## src/rtl/secuenciador_melodia.sv

```systemverilog
// secuenciador_melodia: key-mode frequency selection plus a 14-note ROM melody
// player with programmable note-unit and inter-note gap lengths. Owns the
// 32-bit frequency word consumed by the tone divider.
module secuenciador_melodia #(
    parameter int unsigned UNIT_CYCLES = 12_500_000,
    parameter int unsigned GAP_CYCLES  = 2_500_000
) (
    input  logic        clk,
    input  logic        reset,
    input  logic [6:0]  teclas,
    input  logic        start,
    input  logic        stop,
    input  logic        loop,
    output logic [31:0] freq,
    output logic        playing,
    output logic [3:0]  idx,
    output logic        done
);

    localparam int unsigned CNT_W    = 24;
    localparam int unsigned NOTE_W   = 3;
    localparam int unsigned DUR_W    = 2;
    localparam int unsigned ENTRY_W  = NOTE_W + DUR_W;
    localparam int unsigned IDX_W    = 4;
    localparam int unsigned FREQ_W   = 32;
    localparam int unsigned KEYS     = 7;

    localparam logic [IDX_W-1:0] LAST_IDX  = IDX_W'(13);
    localparam logic [CNT_W-1:0] UNIT_LAST = CNT_W'(UNIT_CYCLES - 1);
    localparam logic [CNT_W-1:0] GAP_LAST  = CNT_W'(GAP_CYCLES - 1);
    localparam bit               HAS_GAP   = (GAP_CYCLES != 0);

    // Note codes: 0 is silence, 1..7 are DO..SI of the first octave.
    localparam logic [NOTE_W-1:0] NOTE_SIL = NOTE_W'(0);
    localparam logic [NOTE_W-1:0] NOTE_DO  = NOTE_W'(1);
    localparam logic [NOTE_W-1:0] NOTE_RE  = NOTE_W'(2);
    localparam logic [NOTE_W-1:0] NOTE_MI  = NOTE_W'(3);
    localparam logic [NOTE_W-1:0] NOTE_FA  = NOTE_W'(4);
    localparam logic [NOTE_W-1:0] NOTE_SOL = NOTE_W'(5);
    localparam logic [NOTE_W-1:0] NOTE_LA  = NOTE_W'(6);
    localparam logic [NOTE_W-1:0] NOTE_SI  = NOTE_W'(7);

    typedef enum logic [1:0] {
        ST_IDLE = 2'd0,
        ST_PLAY = 2'd1,
        ST_GAP  = 2'd2
    } state_e;

    // Note code to frequency word in Hz.
    function automatic logic [FREQ_W-1:0] note_hz(input logic [NOTE_W-1:0] note);
        logic [FREQ_W-1:0] hz;
        case (note)
            NOTE_DO:  hz = FREQ_W'(1046);
            NOTE_RE:  hz = FREQ_W'(1174);
            NOTE_MI:  hz = FREQ_W'(1318);
            NOTE_FA:  hz = FREQ_W'(1396);
            NOTE_SOL: hz = FREQ_W'(1567);
            NOTE_LA:  hz = FREQ_W'(1760);
            NOTE_SI:  hz = FREQ_W'(1975);
            default:  hz = '0;
        endcase
        return hz;
    endfunction

    // Lowest pressed key wins; no key gives silence.
    function automatic logic [NOTE_W-1:0] key_note(input logic [KEYS-1:0] keys);
        logic [NOTE_W-1:0] note;
        note = NOTE_SIL;
        for (int b = KEYS - 1; b >= 0; b--) begin
            if (keys[b]) begin
                note = NOTE_W'(b + 1);
            end
        end
        return note;
    endfunction

    // Melody ROM: {note, duration in units}.
    function automatic logic [ENTRY_W-1:0] rom_entry(input logic [IDX_W-1:0] i);
        logic [ENTRY_W-1:0] e;
        case (i)
            4'd0:    e = {NOTE_DO,  2'd1};
            4'd1:    e = {NOTE_DO,  2'd1};
            4'd2:    e = {NOTE_SOL, 2'd1};
            4'd3:    e = {NOTE_SOL, 2'd1};
            4'd4:    e = {NOTE_LA,  2'd1};
            4'd5:    e = {NOTE_LA,  2'd1};
            4'd6:    e = {NOTE_SOL, 2'd2};
            4'd7:    e = {NOTE_FA,  2'd1};
            4'd8:    e = {NOTE_FA,  2'd1};
            4'd9:    e = {NOTE_MI,  2'd1};
            4'd10:   e = {NOTE_MI,  2'd1};
            4'd11:   e = {NOTE_RE,  2'd1};
            4'd12:   e = {NOTE_RE,  2'd1};
            4'd13:   e = {NOTE_DO,  2'd2};
            default: e = {NOTE_SIL, 2'd1};
        endcase
        return e;
    endfunction

    state_e             state_q, state_d;
    logic [FREQ_W-1:0]  freq_q, freq_d;
    logic               playing_q, playing_d;
    logic [IDX_W-1:0]   idx_q, idx_d;
    logic               done_q, done_d;
    logic [CNT_W-1:0]   unit_cnt_q, unit_cnt_d;
    logic [DUR_W-1:0]   units_q, units_d;
    logic [CNT_W-1:0]   gap_cnt_q, gap_cnt_d;

    logic [FREQ_W-1:0]  key_hz;
    logic [IDX_W-1:0]   idx_next;
    logic [ENTRY_W-1:0] cur_entry;
    logic [ENTRY_W-1:0] next_entry;
    logic [ENTRY_W-1:0] first_entry;
    logic [DUR_W-1:0]   cur_dur;
    logic [DUR_W-1:0]   units_inc;
    logic               entry_end;

    // ROM lookups and key decoding used by the next-state logic.
    assign key_hz      = note_hz(key_note(teclas));
    assign idx_next    = IDX_W'(idx_q + IDX_W'(1));
    assign cur_entry   = rom_entry(idx_q);
    assign next_entry  = rom_entry(idx_next);
    assign first_entry = rom_entry(IDX_W'(0));
    assign cur_dur     = cur_entry[DUR_W-1:0];
    assign units_inc   = DUR_W'(units_q + DUR_W'(1));

    // State and output registers.
    always_ff @(posedge clk or negedge reset) begin
        if (!reset) begin
            state_q    <= ST_IDLE;
            freq_q     <= '0;
            playing_q  <= 1'b0;
            idx_q      <= '0;
            done_q     <= 1'b0;
            unit_cnt_q <= '0;
            units_q    <= '0;
            gap_cnt_q  <= '0;
        end else begin
            state_q    <= state_d;
            freq_q     <= freq_d;
            playing_q  <= playing_d;
            idx_q      <= idx_d;
            done_q     <= done_d;
            unit_cnt_q <= unit_cnt_d;
            units_q    <= units_d;
            gap_cnt_q  <= gap_cnt_d;
        end
    end

    // Next-state logic: key mode, note timing, gap timing, melody sequencing, abort.
    always_comb begin
        state_d    = state_q;
        freq_d     = freq_q;
        idx_d      = idx_q;
        done_d     = 1'b0;
        unit_cnt_d = unit_cnt_q;
        units_d    = units_q;
        gap_cnt_d  = gap_cnt_q;
        entry_end  = 1'b0;

        case (state_q)
            ST_IDLE: begin
                freq_d = key_hz;
                if (start && !stop) begin
                    state_d    = ST_PLAY;
                    idx_d      = '0;
                    freq_d     = note_hz(first_entry[ENTRY_W-1:DUR_W]);
                    unit_cnt_d = '0;
                    units_d    = '0;
                    gap_cnt_d  = '0;
                end
            end

            ST_PLAY: begin
                if (unit_cnt_q == UNIT_LAST) begin
                    unit_cnt_d = '0;
                    units_d    = units_inc;
                    if (units_inc == cur_dur) begin
                        if (HAS_GAP) begin
                            state_d    = ST_GAP;
                            freq_d     = '0;
                            unit_cnt_d = '0;
                            units_d    = '0;
                            gap_cnt_d  = '0;
                        end else begin
                            entry_end = 1'b1;
                        end
                    end
                end else begin
                    unit_cnt_d = CNT_W'(unit_cnt_q + CNT_W'(1));
                end
            end

            ST_GAP: begin
                if (gap_cnt_q == GAP_LAST) begin
                    entry_end = 1'b1;
                end else begin
                    gap_cnt_d = CNT_W'(gap_cnt_q + CNT_W'(1));
                end
            end

            default: begin
                state_d = ST_IDLE;
                idx_d   = '0;
                freq_d  = '0;
            end
        endcase

        // End of an entry's note+gap: next note, wrap around, or finish.
        if (entry_end) begin
            unit_cnt_d = '0;
            units_d    = '0;
            gap_cnt_d  = '0;
            if (idx_q != LAST_IDX) begin
                state_d = ST_PLAY;
                idx_d   = idx_next;
                freq_d  = note_hz(next_entry[ENTRY_W-1:DUR_W]);
            end else if (loop) begin
                state_d = ST_PLAY;
                idx_d   = '0;
                freq_d  = note_hz(first_entry[ENTRY_W-1:DUR_W]);
            end else begin
                state_d = ST_IDLE;
                idx_d   = '0;
                done_d  = 1'b1;
                freq_d  = key_hz;
            end
        end

        // Abort overrides everything while a melody is running.
        if ((state_q != ST_IDLE) && stop) begin
            state_d    = ST_IDLE;
            idx_d      = '0;
            done_d     = 1'b0;
            freq_d     = key_hz;
            unit_cnt_d = '0;
            units_d    = '0;
            gap_cnt_d  = '0;
        end

        playing_d = (state_d != ST_IDLE);
    end

    assign freq    = freq_q;
    assign playing = playing_q;
    assign idx     = idx_q;
    assign done    = done_q;

endmodule

```

## config.mk

```make
export PLATFORM = sky130hd
export DESIGN_NAME = secuenciador_melodia
export DESIGN_NICKNAME = d
export VERILOG_FILES = /design/src/rtl/secuenciador_melodia.sv
export SDC_FILE = /design/constraint.sdc
export NUM_CORES = 1
export LEC_CHECK = 0
export ABC_AREA = 1
export CAP_MARGIN = 15
export CORE_MARGIN = 4
export CORE_UTILIZATION = 50
export DETAILED_ROUTE_END_ITERATION = 8
export GPL_TIMING_DRIVEN = 0
export MAX_ROUTING_LAYER = met4
export PLACE_DENSITY = 0.72
export SYNTH_ARGS = -nofsm -noshare
export SYNTH_HDL_FRONTEND = slang
export SYNTH_SLANG_ARGS = --single-unit
export TNS_END_PERCENT = 30
```

## constraint.sdc

```tcl
create_clock -name clk -period 2.2 [get_ports clk]
set_input_delay 0.22 -clock clk [delete_from_list [all_inputs] [get_ports clk]]
set_output_delay 0.22 -clock clk [all_outputs]
set_load 0.005 [all_outputs]
```

After elaboration in Yosys (flattened, before gate mapping). Memory sizes are Yosys's and may differ from the RTL's. Index checks and enable logic that the tools add are counted. W data, S select, Z words.

Register bits after elaboration: 90. Memory bits (read-only): 160. Output and inout bits: 38. Word-level logic and storage cells: 107. Memories kept: 2.

Memories: (no name shown) (depth 16, bits a word 5, read ports 1, clocked after Yosys merged registers in 0, write ports 0, line 80) `case (i)`; (no name shown) (depth 16, bits a word 5, read ports 1, clocked after Yosys merged registers in 0, write ports 0, line 80).

Add/sub/neg operators: 4. Eq/ne operators: 26. Mux-type cells: 53. Reductions and logical operators: 14.

Operator list (number): $mux W24 (9); $mux W32 (6); $pmux W11 S7 (2); $pmux W32 S3 (1); $pmux W24 S3 (1); $add A24 B1 Y24 const B (2); $pmux W24 S2 (1); $eq A24 B22 Y1 const B (1); $eq A24 B24 Y1 const B (1); $eq A3 B3 Y1 const B (8); $mux W3 (7); $mux W2 (10); $ne A4 B4 Y1 const B (5); $mux W4 (4); $eq A3 B2 Y1 const B (4); $mux W11 (1); $mux W1 (8); $pmux W4 S2 (1); $eq A3 B1 Y1 const B (2); $pmux W2 S3 (1); $reduce_and A3 Y1 (2); $reduce_and A5 Y1 (1); $reduce_bool A5 Y1 (1); $add A4 B1 Y4 const B (1); other kinds (14) (17).

Logic depth before layout (Yosys ltp).
Word-level depth: 13. Gate-level depth with buffers: 15. Depth with buffers taken out: 15.

Worst setup path before layout. Ideal clock, no wire load.

Path kind: reg2reg. Start: reg idx_q[1] (netlist: idx[1]). End: reg freq_q[4] (netlist: freq[4]). Setup time: 115 ps. Arrival time: 1815 ps. Data required time: 2085 ps. Setup slack: 270 ps. Stages on the path, launching flop included: 14. Path buffers: 1. Period minus slack after synthesis: 1930 ps. Path through: dfrtp_1 > inv_1 > ha_1 > nand3_4 > nand2_1 > nand2_1 > nand3_1 > nand4_4 > nand3_4 > inv_4 > buf_8 > or2_1 > inv_1 > nor2_1.

Cells in the longest elaborated chain, start to end: 7. Elaborated cells on any way between the ends: 18. Classes of those cells: add/sub (1); eq/ne (10); mux (4); reduce/logical (1); memory (2).

Ends and longest elaborated chain: from (decl) (line 103) `logic [IDX_W-1:0] idx_q, idx_d;`; from (signal assigned) (line 142) `idx_q <= idx_d;`; $add A4 B1 Y4 (line 120) `assign idx_next = IDX_W'(idx_q + IDX_W'(1));`; $mem_v2 Z16 W5; $eq A3 B3 Y1, or another cell as far along (line 52) `case (note)`; $pmux W11 S7 (line 52); $mux W32 (line 214) `if (idx_q != LAST_IDX) begin`; $mux W32 (line 210) `if (entry_end) begin`; $mux W32 (line 231) `if ((state_q != ST_IDLE) && stop) begin`; to (signal assigned) (line 140) `freq_q <= freq_d;`; to (decl) (line 101) `logic [FREQ_W-1:0] freq_q, freq_d;`.

Several ways; a longest one is shown, not always the timed one. A chain may end at the register's enable or synchronous reset.

Worst setup path in the final report.
Start: reg idx_q[1] (netlist: idx[1]). End: reg gap_cnt_q[15].

Cells in the longest elaborated chain, start to end: 4.

Ends and longest elaborated chain: $mem_v2 Z16 W5; $eq A2 B2 Y1 (line 178) `if (units_inc == cur_dur) begin`; $ne A4 B4 Y1 (no source line); $reduce_and A5 Y1 (no source line); to (signal assigned) (line 146) `gap_cnt_q <= gap_cnt_d;`; to (decl) (line 107) `logic [CNT_W-1:0] gap_cnt_q, gap_cnt_d;`.

Every way passes these cells.

==> summary.txt <==
Status
  • Status: finished clean

Floorplanning
  • Number of placement rows: 36
  • Initial Utilization: 0.521
  • Total die area: 0.0120 mm2
  • Die height: 110 um
  • Core ar.: 0.00991 mm2
  • Die X: between 100 and 150 um
  • Ports: 50

STA
  • Least-Margin Pin Slew: roughly 740 ps
  • Setup Viol. Count Final: 0
  • Relative slew slack: 0.508
  • Final hold viol count: 0
  • Clk_skew: 15.2 ps
  • Tcrit/Tclk final: 0.936
  • PnR worst setup slack: approximately 140 ps
  • Fin. max-slew vios: 0
  • Setup tns final: 0 ps
  • Max Clock Freq: 486 MHz
  • Final Critical Period: ~2100 ps

Clock network
  • Clk pin slew, worst setup/hold paths: 70 ps
  • Clk_lat worst skew: 360 ps
  • Cts bufs inserted: 9
  • Clock Path Buffers: 2
  • Htree depth: 3
  • CTS tree: yes
  • Root buffer cell: clkbuf_8
  • CTS sink count: between 60 and 70

Global routing
  • Initial antenna violation count: 0
  • Vias in the first global route: 4,894
  • GR Util All Layers: 0.263
  • Global route overflow: 0
  • Pin count of the biggest net entering global routing: 44
  • First-pass GRT wire length: 24.0 mm

Synthesis
  • Register bit count reported by yosys: 69
  • Main combinational cell family by area after synthesis: simple AND/OR/NAND/NOR gates
  • Seq/Total Area, Yosys: 0.335
  • Yosys Warn Count: 0
  • Mapped cell area: 0.00516 mm2
  • Post-Syn Instances: 760
  • Number of enable flip-flop cells after synthesis: 0
  • Dominant synthesized flop cell: dfrtp_1
  • Simple-gate share of the synthesized area: 0.393
  • Mean Syn Cell Area: roughly 6.8 um2
  • Multiplexer share of the synthesized area: 0
  • Synthesized-area fraction occupied by adder cells: 0.0194
  • Synth Area in Compound Gates: 0.0798
  • Async SR Flop Fraction: 1.00
  • Synth Area in XOR/XNOR: 0.0475
  • Synth cell types: 46

Power and ir drop
  • Design Power: 4.01 mW
  • Pwr/cell area: 646 mW/mm2
  • Worst vdd ir: 0.418 mV
  • Pleak: about 2.9 nW

Routing
  • Via count: 5,276
  • Routed WL: 14.7 mm
  • Routed len/inst: around 15 um
  • Vias per cell: 5.37
  • Drt pass-1 iters: 5
  • Starting DRT DRC Count: 401
  • Routed Antenna Nets: 0
  • DR DRC count: 0

Placement
  • PortBufs: 28
  • Placed Area: 0.00571 mm2
  • Placer Congestion: 0.947
  • Place WS: -124 ps
  • Detail Placement HPWL: 11.0 mm
  • DP Cell Count: 942

Final layout
  • Area Overhead vs Synth: 20.2%
  • Share of post-route cells with drive strength above 1: 0.127
  • Final instance area: 0.00620 mm2
  • Nets@finish: 864
  • # fillers: 925
  • Non-Filler Instances: 982
  • Antenna cells: 0

Critical path
  • Crit path kind: register to register
  • Worst endpoint required time: 2410 ps
  • CP max FO: 9
  • CP Launch Type: register
  • CP Capture Type: register
  • CP arrival: between 2000 and 2500 ps

Flow run
  • Number of max-cap violations: 0

Min path
  • Hold WC Path Type: primary input to asynchronous set/reset pin
Yosys cell counts, drive strengths merged (4+ instances only):
cell    number  area, um2
nand2      191        734
inv        105        397
nor2        99        402
dfrtp       69       1730
nand3       69        370
nand4       44        297
o21ai       40        200
buf         27        209
nor3        26        145
xor2        26        228
a21oi       15       75.1
ha           8        100
clkbuf       7       26.3
or2          6       37.5
o32ai        4       35.0
o41ai        4       35.0
cells in the final DEF (no fill, tap or decap), types with 2 or more instances in the layout:
cell             count
a21oi_1             15
nor3_2               3
dfrtp_1             66
o21ai_0             38
inv_1               96
buf_4               46
nand4_4              2
xor2_1              26
clkdlybuf4s50_1     27
clkbuf_1             9
buf_6                2
clkbuf_8            10
dfrtp_2              3
or2_1                3
o41ai_1              4
nand2_4              2
nor2_4               5
nand3b_1             2
nor2_1              91
xnor2_1              2
or2_2                3
o31ai_1              2
nor3_1              23
conb_1              21
nand3_1             65
nand4_1             42
nor2_2               3
bufinv_16            3
o22ai_1              2
nand2_2              3
nand2_1            186
o21ai_1              2
ha_1                 6
o32ai_1              4
inv_2                8
nand3_4              2
nand3_2              2
kinds of logic (layout without fill, tap and decap cells):
group	count (synthesis)	after routing
AND/OR/NAND/NOR	441	441
buffers and inverters	141	210
AO/OA/AOI/OAI	72	72
flip-flops	69	69
XOR/XNOR	28	28
adder cells (fa/ha/maj)	8	8
other	1	21
state kept, by name (all words and copies together) (netlist names):
register	cells
done	1
freq	11
gap_cnt_q	24
idx	4
playing	1
state_q	2
unit_cnt_q	24
units_q	2
critical path, stage by stage (launching register included):
cell and delay, ps:
dfrtp_2 450, inv_2 90, ha_1 190, nand3_4 160, nand3_2 120, nand3_2 140
nand4_4 130, nand2_1 110, nor2_4 260, buf_6 180, o32ai_1 80
layer usage:
| layer | up-vias | GRT usage | wire length (um) |
|---|---|---|---|
| li1 | 2600 | - | - |
| met1 | 2445 | 0.348 | 6690 |
| met3 | 42 | 0.0335 | 689 |
| met5 | - | - | 0 |
| met4 | 0 | 0.110 | 412 |
| met2 | 189 | 0.409 | 6870 |
area by class of cell:
type / instances / area, um2 / share of cell area
inverters: 106 / 404 / 0.0652
plain buffers: 35 / 248 / 0.0399
multi-input cells: 570 / 2920 / 0.471
repair buffers: 53 / 492 / 0.0793
clock inverters: 4 / 95.1 / 0.0153
well taps: 133 / 166 / 0.0268
flip-flops and latches: 69 / 1730 / 0.279
clock buffers: 12 / 145 / 0.0234
what timing repair did:
action / in CTS / in global routing
buffers inserted: 3 / 19
hold endpoints to repair: 26 / 0
setup endpoints to repair: 44 / 57
pin swaps: 2 / 9
cloned: 0 / 1
hold buffers: 1 / 0
resized for setup: 7 / 14
power by group:
part | internal [mW] | switching (mW)
clock network | 0.784 | 0.515
logic | 0.492 | 0.756
registers | 1.38 | 0.0817
total | 2.66 | 1.35
final timing paths:
kind,start,endpoint,slack [ps],depth (start not counted)
setup / recovery,idx[1]$_DFFE_PN0P_,gap_cnt_q[15]$_DFFE_PN0P_,140,10
hold / removal,reset,idx[3]$_DFFE_PN0P_,320,2
setup reg to reg,idx[1]$_DFFE_PN0P_,gap_cnt_q[15]$_DFFE_PN0P_,140,10
hold reg to reg,freq[1]$_DFFE_PN0P_,freq[1]$_DFFE_PN0P_,490,2
max in group asynchronous,reset,unit_cnt_q[0]$_DFFE_PN0P_,1320,3
min in group clk,freq[1]$_DFFE_PN0P_,freq[1]$_DFFE_PN0P_,490,2
stage by stage:
stage	hold slack, ps	util
2_1_floorplan	-75.6	-
6_report	323	0.626
4_1_cts	324	0.605
5_1_grt	341	0.626
3_5_place_dp	165	0.576
3_3_place_gp	471	0.573
(Power assumes the default switching activity.)
